===== src/rtl/vga_timing_gen.sv =====
// Parametrised raster timing generator: x/y counters with zero-latency strobes,
// plus hsync/vsync/de delayed by 1+PIPE_DELAY clocks to match a pixel pipeline.
module vga_timing_gen #(
  parameter int H_VISIBLE  = 800,
  parameter int H_FP       = 40,
  parameter int H_SYNC     = 128,
  parameter int H_BP       = 88,
  parameter int V_VISIBLE  = 600,
  parameter int V_FP       = 1,
  parameter int V_SYNC     = 4,
  parameter int V_BP       = 23,
  parameter int H_POL      = 0,
  parameter int V_POL      = 0,
  parameter int PIPE_DELAY = 2,
  parameter int H_CNT_W    = 12,
  parameter int V_CNT_W    = 11
) (
  input  logic               clk,
  input  logic               rst_n,
  input  logic               en,
  output logic [H_CNT_W-1:0] x,
  output logic [V_CNT_W-1:0] y,
  output logic               pix_req,
  output logic               line_start,
  output logic               frame_start,
  output logic               vblank,
  output logic               hsync,
  output logic               vsync,
  output logic               de
);

  localparam int H_TOTAL = H_VISIBLE + H_FP + H_SYNC + H_BP;
  localparam int V_TOTAL = V_VISIBLE + V_FP + V_SYNC + V_BP;

  if (H_SYNC < 1) begin : g_bad_hsync
    $error("vga_timing_gen: H_SYNC must be >= 1");
  end
  if (V_SYNC < 1) begin : g_bad_vsync
    $error("vga_timing_gen: V_SYNC must be >= 1");
  end
  if (longint'(H_TOTAL) > (longint'(1) << H_CNT_W)) begin : g_bad_hw
    $error("vga_timing_gen: H_TOTAL-1 does not fit in H_CNT_W");
  end
  if (longint'(V_TOTAL) > (longint'(1) << V_CNT_W)) begin : g_bad_vw
    $error("vga_timing_gen: V_TOTAL-1 does not fit in V_CNT_W");
  end
  if (PIPE_DELAY < 0 || PIPE_DELAY > 15) begin : g_bad_pipe
    $error("vga_timing_gen: PIPE_DELAY must be 0..15");
  end

  // Decode thresholds kept 32 bits wide so an end bound equal to 2**W cannot wrap.
  localparam logic [31:0] H_VIS  = 32'(H_VISIBLE);
  localparam logic [31:0] H_SS   = 32'(H_VISIBLE + H_FP);
  localparam logic [31:0] H_SE   = 32'(H_VISIBLE + H_FP + H_SYNC);
  localparam logic [31:0] H_LAST = 32'(H_TOTAL - 1);
  localparam logic [31:0] V_VIS  = 32'(V_VISIBLE);
  localparam logic [31:0] V_SS   = 32'(V_VISIBLE + V_FP);
  localparam logic [31:0] V_SE   = 32'(V_VISIBLE + V_FP + V_SYNC);
  localparam logic [31:0] V_LAST = 32'(V_TOTAL - 1);
  localparam logic        HP     = (H_POL != 0);
  localparam logic        VP     = (V_POL != 0);
  localparam logic [2:0]  IDLE   = {HP, VP, 1'b0};

  logic [31:0] xi, yi;
  logic        h_act, v_act, de_raw;
  logic [2:0]  stage_in;
  logic [2:0]  pipe [PIPE_DELAY+1];

  assign xi = 32'(x);
  assign yi = 32'(y);

  always_ff @(posedge clk or negedge rst_n) begin
    if (!rst_n) begin
      x <= '0;
      y <= '0;
    end else if (!en) begin
      x <= '0;
      y <= '0;
    end else if (xi == H_LAST) begin
      x <= '0;
      y <= (yi == V_LAST) ? '0 : y + 1'b1;
    end else begin
      x <= x + 1'b1;
    end
  end

  assign h_act       = (xi >= H_SS) && (xi < H_SE);
  assign v_act       = (yi >= V_SS) && (yi < V_SE);
  assign de_raw      = (xi < H_VIS) && (yi < V_VIS) && en;
  assign pix_req     = de_raw;
  assign line_start  = (x == '0) && en;
  assign frame_start = line_start && (y == '0);
  assign vblank      = (yi >= V_VIS);

  // Polarity is folded in ahead of the registers so the outputs come straight off flops.
  assign stage_in = en ? {h_act ^ HP, v_act ^ VP, de_raw} : IDLE;

  always_ff @(posedge clk or negedge rst_n) begin
    if (!rst_n) begin
      for (int i = 0; i <= PIPE_DELAY; i++) pipe[i] <= IDLE;
    end else begin
      pipe[0] <= stage_in;
      for (int i = 1; i <= PIPE_DELAY; i++) pipe[i] <= pipe[i-1];
    end
  end

  assign {hsync, vsync, de} = pipe[PIPE_DELAY];

endmodule


===== config.mk =====
export PLATFORM = sky130hd
export DESIGN_NAME = vga_timing_gen
export DESIGN_NICKNAME = d
export VERILOG_FILES = /design/src/rtl/vga_timing_gen.sv
export SDC_FILE = /design/constraint.sdc
export NUM_CORES = 1
export LEC_CHECK = 0
export CAP_MARGIN = 10
export CORE_ASPECT_RATIO = 0.8
export CORE_MARGIN = 8
export CORE_UTILIZATION = 60
export CTS_CLUSTER_SIZE = 30
export DETAILED_ROUTE_END_ITERATION = 8
export DONT_BUFFER_PORTS = 1
export PLACE_DENSITY = 0.83
export RECOVER_POWER = 50
export SLEW_MARGIN = 25
export SYNTH_ARGS = -nofsm -noshare
export SYNTH_HDL_FRONTEND = slang
export SYNTH_SLANG_ARGS = --single-unit

===== constraint.sdc =====
create_clock -name clk -period 5.65 [get_ports clk]
set_clock_uncertainty 0.1 [all_clocks]
set_input_delay 1.13 -clock clk [delete_from_list [all_inputs] [get_ports clk]]
set_output_delay 1.13 -clock clk [all_outputs]
set_load 0.005 [all_outputs]

Word level (Yosys, flattened, before mapping)
Cells that the tools add are included.
Widths: inputs -> output; s select.
{"block": "classes", "n_mux": 6, "addsub": 2, "n_lt_le_gt_ge": 7, "eq_ne": 3, "n_reduce_logical": 8}
{"cell": "$mux 11", "count": 3}
{"cell": "$lt 12x10->1 const B", "count": 2}
{"cell": "$mux 12", "count": 2}
{"cell": "$ge 11x10->1 const B", "count": 2}
{"cell": "$lt 11x10->1 const B", "count": 2}
{"cell": "$add 12x1->12 const B", "count": 1}
{"cell": "$eq 12x11->1 const B", "count": 1}
{"cell": "$ge 12x10->1 const B", "count": 1}
{"cell": "$logic_not 12->1", "count": 1}
{"cell": "$add 11x1->11 const B", "count": 1}
{"cell": "$eq 11x10->1 const B", "count": 1}
{"cell": "$logic_not 11->1", "count": 1}
{"cell": "$logic_and 1x1->1", "count": 6}
{"cell": "$mux 3", "count": 1}
{"cell": "$ne 2x1->1 const B", "count": 1}
{"block": "word_totals", "reg_bits": 32, "output_inout_bits": 30, "input_bits": 3}

Logic depth before layout (Yosys ltp)
Gate-level depths: netlist of run 1.
{"block": "logic_depth", "depth_word": 4, "mapped_depth": 6, "depth_no_buf": 5}

Least setup slack after synthesis of run 1
No wires, ideal clock.
{"block": "synth_timing", "kind": "input-to-output", "from": "in en", "to": "out frame_start", "stages": 4, "arrival_ns": 2.226, "path_slack_ns": 2.194, "path_cell_list": "inv_1 > or3_1 > nor4_1 > and4b_2"}
{"block": "synth_via", "elab_chain_len": 2}
{"element": "start: declaration", "line_no": "20", "rtl": "input logic en,"}
{"element": "$logic_and 1x1->1", "line_no": "91", "rtl": "assign line_start = (x == '0) && en;"}
{"element": "via line_start", "line_no": "24", "rtl": "output logic line_start,"}
{"element": "$logic_and 1x1->1", "line_no": "92", "rtl": "assign frame_start = line_start && (y == '0);"}
{"element": "end: declaration", "line_no": "25", "rtl": "output logic frame_start,"}
The timed path passes the listed nets, and every way through them passes these cells.

Final worst setup path of run 1
Same ends and word-level chain as after synthesis.

==> flow_summary.json, run 1 <==
{
  "final_util_pct": 64.7,
  "die_y_um": 63.6,
  "place_inst": 202,
  "routed-via-count": 1318,
  "io_buffers": 0,
  "power_frac_comb_pct": 4.1,
  "worstPathRequired_ps": 4420,
  "stdcell_area_um2": 1760,
  "max-slew-margin-rel_pct": 45.8,
  "syn_inst": 168,
  "power_leakage_nw": 0.751,
  "synth_nets": 176,
  "period_share_pct": 65.2,
  "place_congestion": 0.896,
  "io_pins": 33,
  "critical_path_class": "in2out",
  "max-clock-path-buffers": 2,
  "worstSkewPairLatency_ps": 330,
  "rows": 17,
  "ys_warn_count": 0,
  "syn_area_per_cell_um2": 10.1,
  "post_dp_cell_area_um2": 1720,
  "grt_max_degree": 33,
  "synth_seq_cells": 32,
  "totalWireLength_um": 3660,
  "final_cell_mix": "dfrtp_1, nor2_1, nand2_1",
  "ys_seq_area_share_pct": 47.2,
  "grt_pass1_wl_um": 6130,
  "instances_no_fill": 209,
  "holdBufCountCts": 0,
  "ctsResizeCount": 0,
  "diodes": 0,
  "cts_root_buf": "clkbuf_4",
  "synthFlopType": "dfrtp_1",
  "final_common_cell": "dfrtp_1",
  "clkPwrFrac_pct": 32.3,
  "power_frac_seq_pct": 63.6,
  "numCtsBuffers": 5,
  "tns_ps": 0,
  "cap_viol_max_count": 0,
  "p_sw_share_pct": 23.5,
  "synth_edf_count": 0,
  "fmax_mhz": 272,
  "grtUsageTotal_pct": 16.7,
  "dp_hpwl_um": 2700,
  "worst_pin_slew_ps": 810,
  "p_switching_mw": 0.0870,
  "ctsHtreeMaxLevel": 2,
  "initial_core_util_pct": 62.3,
  "async_flop_share_pct": 100,
  "synth.distinct_cells": 42,
  "end_kind": "output port",
  "layout-drive-gt1-share_pct": 7.60,
  "p_per_area_nw_per_um2": 210,
  "crit_fanout": 5,
  "wl_per_cell_um": 17.5,
  "slew_viol_final": 0,
  "die_x_um": 75.5,
  "overflow": 0,
  "cts.sinks": 32,
  "netlist_area_um2": 1700,
  "setup.worst_path.start_class": "primary input",
  "firstDrtPassIters": 6,
  "fin_nets": 179,
  "grt_pass1_vias": 1258,
  "crit_arrival_ps": 2450,
  "syn_to_final_growth_pct": 3.83,
  "finalSetupViolations": 0,
  "cts_tree": "built",
  "grt_antenna_before_repair": 0,
  "die-area_um2": 4800,
  "fillers": 248,
  "rsz0062_at_grt": "false",
  "cts.clk_slew.worst_paths_ps": 90,
  "vias_per_cell": 6.31,
  "drcViolationCount": 0,
  "postCtsSetupBuffers": 0,
  "core_area_um2": 2720,
  "p_int_mw": 0.283,
  "hp-class": "reg2reg",
  "drt_iter0_markers": 121,
  "ant_nets": 0,
  "finalCriticalPeriod_ps": 3680,
  "final_hold_viol_count": 0,
  "max-vdd-ir-drop_mv": 0.149,
  "status": "complete, no violations"
}
[through the flow]
step / hold slack, ps / worst slack, ps / total power [mW]
finish: 255 / 1970 / 0.370
global route: 261 / 1910 / 0.387
CTS: 257 / 1940 / 0.375
detailed placement: 235 / 1940 / 0.255
global placement: 233 / 1960 / 0.254
floorplan: 231 / 2190 / 0.252
[cell usage after synthesis, types with 2 or more instances]
master	number	area, um2
dfrtp_1	32	801
nor2_1	15	56.3
nand2_1	13	48.8
nor3_1	12	60.1
nor4_1	10	62.6
inv_1	9	33.8
nand3_1	6	30.0
o21ai_0	6	30.0
ha_1	5	62.6
xnor2_1	5	43.8
a21o_1	4	30.0
o31ai_1	4	30.0
xor2_1	4	35.0
a22o_1	3	26.3
nor4b_1	3	26.3
or3_1	3	18.8
a21oi_1	2	10.0
and2_1	2	12.5
and4_1	2	17.5
clkbuf_1	2	7.51
mux2_2	2	22.5
nand3b_1	2	15.0
nand4_1	2	12.5
or4_1	2	15.0
[cell families (layout without fill, tap and decap cells)]
group                    Yosys count  in the layout  synth area share [%]
buffers and inverters             13             16                  3.39
AO/OA/AOI/OAI                     26             26                  12.8
adder cells (fa/ha/maj)            5              5                  3.69
XOR/XNOR                           9              9                  4.65
AND/OR/NAND/NOR                   80             80                  26.4
flip-flops                        32             32                  47.2
multiplexers                       3              3                  1.92
[final timing paths]
path	to	from	slack, ps	cells after the start
setup / recovery	frame_start	en	1970	4
hold / removal	vsync	pipe[4]	250	0
setup reg to reg	y[0]	y[10]	3170	4
hold reg to reg	vsync	pipe[4]	250	0
max in group asynchronous	x[9]	rst_n	4990	0
min in group asynchronous	y[6]	rst_n	380	0
[state kept, by name, summed over array words and instances (netlist names)]
register and cells:
vsync 1, de 1, pipe 6, y 11
hsync 1, x 12
[power groups by stage]
| stage | Combinational, mW | Clock [mW] | Sequential (mW) |
|---|---|---|---|
| 3_5_place_dp | 0.0155 | 0 | 0.240 |
| 2_1_floorplan | 0.0128 | 0 | 0.239 |
| 3_3_place_gp | 0.0145 | 0 | 0.240 |
| 5_1_grt | 0.0175 | 0.134 | 0.236 |
| 6_report | 0.0153 | 0.119 | 0.235 |
| 4_1_cts | 0.0155 | 0.124 | 0.235 |
[critical path: stages]
cell and delay [ps]:
inv_1 40, or3_1 400, nor4_1 540, and4b_2 340
[metal layers]
layer / vias up / wire length, um / track usage (%)
met2: 58 / 1630 / 22.2
met1: 633 / 1590 / 21.9
met3: 2 / 401 / 7.42
met5: - / 0 / 0
met4: 0 / 34 / 8.61
li1: 625 / - / -
[layout make-up]
| type | count | area [um2] | share of cell area [%] |
|---|---|---|---|
| Tap cell | 38 | 47.5 | 2.70 |
| Clock buffer | 6 | 41.3 | 2.34 |
| Multi-Input combinational cell | 123 | 833 | 47.3 |
| Clock inverter | 1 | 5.00 | 0.284 |
| Inverter | 9 | 33.8 | 1.92 |
| Sequential cell | 32 | 801 | 45.5 |
Note: power is estimated with default switching activity, not from simulation.
==> run 2: changes to the inputs <==
==> constraint.sdc (replaced) <==
create_clock -name clk -period 3.4 [get_ports clk]
set_clock_uncertainty 0.1 [all_clocks]
set_input_delay 0.68 -clock clk [delete_from_list [all_inputs] [get_ports clk]]
set_output_delay 0.68 -clock clk [all_outputs]
set_load 0.005 [all_outputs]
==> run 2 against run 1 <==
Compared with the run above: the run now ends with capacitance limit, slew limit left; worst hold slack better by 3.0 ps; count of clock-buffer cells in the layout stayed put; combinational power is 110% higher; clock power is 92% higher; critical path depth is 1 lower; die area stayed put; cell count is 0.96% higher; largest cell class unchanged.
==> flow_summary.json, run 2 (synthesis results as in run 1) <==
{
  "overflow": 0,
  "cts_root_buf": "clkbuf_4",
  "dp_hpwl_um": 2790,
  "io_pins": 33,
  "place_congestion": 0.957,
  "die_y_um": 63.6,
  "largest_reg_flops": 12,
  "finalSetupViolations": 0,
  "total_power_mw": 0.652,
  "critical_path_class": "reg2out",
  "crit_fanout": 7,
  "rows": 17,
  "totalWireLength_um": 3850,
  "syn_to_final_growth_pct": 5.24,
  "grt_pass1_vias": 1253,
  "top_regs": "x x12, y x11, pipe x6",
  "routed.top_layer": "met4",
  "worstPathRequired_ps": 2620,
  "postCtsSetupBuffers": 0,
  "cts.clk_slew.worst_paths_ps": 90,
  "cap_viol_max_count": 1,
  "hold_ws_ps": 258,
  "fin_nets": 180,
  "core_area_um2": 2720,
  "initial_core_util_pct": 62.3,
  "cts_tree": "built",
  "fillers": 225,
  "grt_antenna_before_repair": 0,
  "end_kind": "output port",
  "status": "complete, but fails checks",
  "met3WireLength_um": 356,
  "post-place-ws_ps": 552,
  "fmax_mhz": 316,
  "power_leakage_nw": 0.762,
  "max-slew-margin-rel_pct": -9.10,
  "io_buffers": 0,
  "worst_pin_slew_ps": 1640,
  "setup.worst_path.start_class": "flip-flop",
  "tns_ps": 0,
  "firstDrtPassIters": 4,
  "period_share_pct": 93.1,
  "vias_per_cell": 6.55,
  "rsz0062_at_grt": "false",
  "layout-drive-gt1-share_pct": 9.25,
  "drt-met1-wl_um": 1560,
  "p_per_area_nw_per_um2": 365,
  "regMostFlops": "x",
  "routed-via-count": 1382,
  "grt_max_degree": 33,
  "worstSkewPairLatency_ps": 330,
  "max-vdd-ir-drop_mv": 0.258,
  "met2WireLength_um": 1850,
  "crit_arrival_ps": 2390,
  "hp-class": "reg2reg",
  "final_hold_viol_count": 0,
  "die-area_um2": 4800,
  "die_x_um": 75.5,
  "cts.sinks": 32,
  "layout_setup_ws_ps": 234,
  "finalCriticalPeriod_ps": 3170,
  "grtUsageTotal_pct": 17.2,
  "ant_nets": 0,
  "drt_iter0_markers": 159,
  "diodes": 0,
  "final_cell_mix": "dfrtp_1, nor2_1, nand2_1",
  "ctsHtreeMaxLevel": 2,
  "drcViolationCount": 0,
  "grt_pass1_wl_um": 6330,
  "numCtsBuffers": 5,
  "slew_viol_final": 33,
  "wl_per_cell_um": 18.2,
  "max-clock-path-buffers": 2,
  "failed_checks": "capacitance limit, slew limit",
  "final_common_cell": "dfrtp_1"
}
-- run 2: changes by cell type in the layout (fill, tap and decap cells not counted), sizes merged --
cell	change
clkbuf	+1
clkinv	+1
-- run 2: repair_timing --
item | in CTS | in global routing
resized for setup | 0 | 0
hold endpoints to repair | 32 | 0
hold buffers | 1 | 0
-- run 2: critical path, stage by stage (launching register included) --
cell and delay, ps:
dfrtp_1 470, or4_1 630, nor4_1 600, and4b_2 360
-- run 2: path summary, 6_finish.rpt --
path	start	slack (ps)	endpoint	cells past startpoint
max	x[8]	230	frame_start	3
min	pipe[5]	260	hsync	0
max reg2reg	x[0]	880	y[8]	5
min reg2reg	pipe[5]	260	hsync	0
max in group asynchronous	rst_n	1600	y[1]	1
min in group asynchronous	rst_n	650	y[10]	1
-- run 2: stage by stage --
step	std cells	area, um2	util, %
2_1_floorplan	168	1700	-
3_3_place_gp	202	1720	63.2
3_5_place_dp	202	1720	63.2
4_1_cts	211	1800	66.2
5_1_grt	211	1790	65.6
6_report	211	1790	65.6
-- run 2: cell type report --
cell class | count | area, um2 | share of cell area (%)
multi-input combinational | 123 | 838 | 47.0
clock buffer | 6 | 51.3 | 2.87
tap | 38 | 47.5 | 2.66
timing repair buffer | 1 | 3.75 | 0.210
clock inverter | 2 | 10.0 | 0.561
sequential | 32 | 801 | 44.8
inverter | 9 | 33.8 | 1.89
-- run 2: per-layer routing --
metal	vias up	GRT usage [%]
met5	-	0
met4	0	7.89
met3	9	6.64
met2	61	25.1
met1	685	21.5
li1	627	-
-- run 2: power by group --
| group | leakage (nW) | internal [mW] | switching, mW |
|---|---|---|---|
| Sequential | 0.438 | 0.385 | 0.00652 |
| Combinational | 0.287 | 0.00968 | 0.0229 |
| Clock | 0.0380 | 0.0983 | 0.130 |
==> run 3: changes to the inputs <==
--- a/config.mk
+++ b/config.mk
@@ -12,9 +12,11 @@
 export CTS_CLUSTER_SIZE = 30
 export DETAILED_ROUTE_END_ITERATION = 8
 export DONT_BUFFER_PORTS = 1
+export HOLD_SLACK_MARGIN = 0.12
 export PLACE_DENSITY = 0.83
 export RECOVER_POWER = 50
 export SLEW_MARGIN = 25
 export SYNTH_ARGS = -nofsm -noshare
 export SYNTH_HDL_FRONTEND = slang
 export SYNTH_SLANG_ARGS = --single-unit
+export TNS_END_PERCENT = 30
==> run 3 against run 2 <==
Compared with the run above: the flow still finishes with violations (capacitance limit, slew limit); routed wire length is 0.49% higher; worst hold slack got worse by 0.69 ps; sequential power is essentially flat; final area up 0.56%; critical path depth unchanged; critical endpoint unchanged.
==> flow_summary.json, run 3 (synthesis results as in run 1) <==
{
  "status": "complete, but fails checks",
  "failed_checks": "capacitance limit, slew limit",
  "r2r_end": "y[8]",
  "ctsResizeCount": 0,
  "power_frac_seq_pct": 59.9,
  "final_cell_mix": "dfrtp_1, nor2_1, nand2_1",
  "final_util_pct": 65.9,
  "hp-class": "reg2reg",
  "regMostFlops": "x",
  "timing.critical_path.from": "x[7]",
  "setup.worst_path.start_class": "flip-flop",
  "die_y_um": 63.6,
  "cts.clk_slew.worst_paths_ps": 110,
  "grtUsageTotal_pct": 17.3,
  "timing.rr.start": "x[0]",
  "cts.sinks": 32,
  "max-slew-margin-rel_pct": -8.16,
  "critical_path_class": "reg2out",
  "drt_iter0_markers": 206,
  "end_kind": "output port",
  "final_common_cell": "dfrtp_1",
  "ant_nets": 0,
  "ctsHtreeMaxLevel": 2,
  "final_hold_viol_count": 0,
  "rsz0062_at_grt": "false",
  "p_sw_share_pct": 24.4,
  "rows": 17,
  "io_pins": 33,
  "drcViolationCount": 0,
  "firstDrtPassIters": 4,
  "instances_no_fill": 212,
  "die_x_um": 75.5,
  "worstPathRequired_ps": 2620,
  "cap_viol_max_count": 1,
  "max-clock-path-buffers": 2,
  "worstSkewPairLatency_ps": 330,
  "tns_ps": 0,
  "syn_to_final_growth_pct": 5.83,
  "dp_hpwl_um": 2790,
  "grt_antenna_before_repair": 0,
  "overflow": 0,
  "numCtsBuffers": 5,
  "routed-via-count": 1365,
  "grt_pass1_wl_um": 6360,
  "worst_pin_slew_ps": 1620,
  "initial_core_util_pct": 62.3,
  "p_int_mw": 0.494,
  "fmax_mhz": 318,
  "reg2reg_depth": 5,
  "finalSetupViolations": 0,
  "crit_fanout": 7,
  "fin_nets": 181,
  "layout-drive-gt1-share_pct": 9.20,
  "crit_arrival_ps": 2370,
  "vias_per_cell": 6.44,
  "grt_max_degree": 33,
  "largest_reg_flops": 12,
  "max-vdd-ir-drop_mv": 0.258,
  "critPathCapture": "frame_start",
  "post-place-ws_ps": 552,
  "totalWireLength_um": 3860,
  "period_share_pct": 92.5,
  "cts_root_buf": "clkbuf_4",
  "grt_pass1_vias": 1261,
  "finalCriticalPeriod_ps": 3150,
  "top_regs": "x x12, y x11, pipe x6",
  "r2r_setup_slack_ps": 900,
  "place_inst": 202,
  "clkPwrFrac_pct": 35.0,
  "power_leakage_nw": 0.767,
  "post_dp_cell_area_um2": 1720,
  "cts_tree": "built",
  "slew_viol_final": 33,
  "fillers": 224,
  "min_path_cells": 0,
  "core_area_um2": 2720,
  "p_switching_mw": 0.160,
  "postCtsSetupBuffers": 0,
  "wl_per_cell_um": 18.2,
  "die-area_um2": 4800,
  "layout_setup_ws_ps": 253,
  "io_buffers": 0,
  "power_frac_comb_pct": 5.1,
  "p_per_area_nw_per_um2": 364,
  "place_congestion": 0.957,
  "diodes": 0,
  "stdcell_area_um2": 1800
}
[run 3: area by class of cell]
| cell class | instances | area (um2) | share of cell area, % |
|---|---|---|---|
| flip-flops and latches | 32 | 801 | 44.6 |
| well taps | 38 | 47.5 | 2.65 |
| clock inverters | 2 | 10.0 | 0.557 |
| inverters | 9 | 33.8 | 1.88 |
| multi-input cells | 123 | 838 | 46.7 |
| repair buffers | 2 | 13.8 | 0.767 |
| clock buffers | 6 | 51.3 | 2.86 |
[run 3: how the worst min path moves through the flow]
stage | startpoint | end | slack (ps)
CTS | pipe[5] | hsync | 260
detailed placement | pipe[7] | pipe[4] | 240
global placement | pipe[4] | vsync | 230
floorplan | pipe[3] | de | 230
finish | pipe[5] | hsync | 260
global route | pipe[8] | pipe[5] | 270
[run 3: what timing repair did]
item	4_1_cts	5_1_grt
hold buffers	2	0
hold endpoints to repair	32	0
endpoints found under the setup margin	0	0
[run 3: routing by layer]
metal,wire (um),GRT usage [%],share of wire [%]
met3,342,6.64,8.9
met2,1840,25.2,48
met1,1630,21.8,42
met4,56,7.66,1.4
met5,0,0,0
[run 3: per-stage QoR]
step	hold slack, ps	power, mW
after floorplan	231	0.418
after global placement	233	0.423
after detailed placement	238	0.424
after CTS	260	0.659
after global routing	268	0.683
final	257	0.653
[run 3: critical path: stages (launching register included)]
cell     delay (ps)
dfrtp_1         490
or4_1           610
nor4_1          590
and4b_2         350
[run 3: power by group through the flow]
stage | Clock [mW] | Combinational (mW) | Sequential [mW]
after floorplan | 0 | 0.0213 | 0.397
after global placement | 0 | 0.0242 | 0.398
after detailed placement | 0 | 0.0252 | 0.399
after CTS | 0.231 | 0.0365 | 0.391
after global routing | 0.252 | 0.0389 | 0.393
final | 0.228 | 0.0335 | 0.392
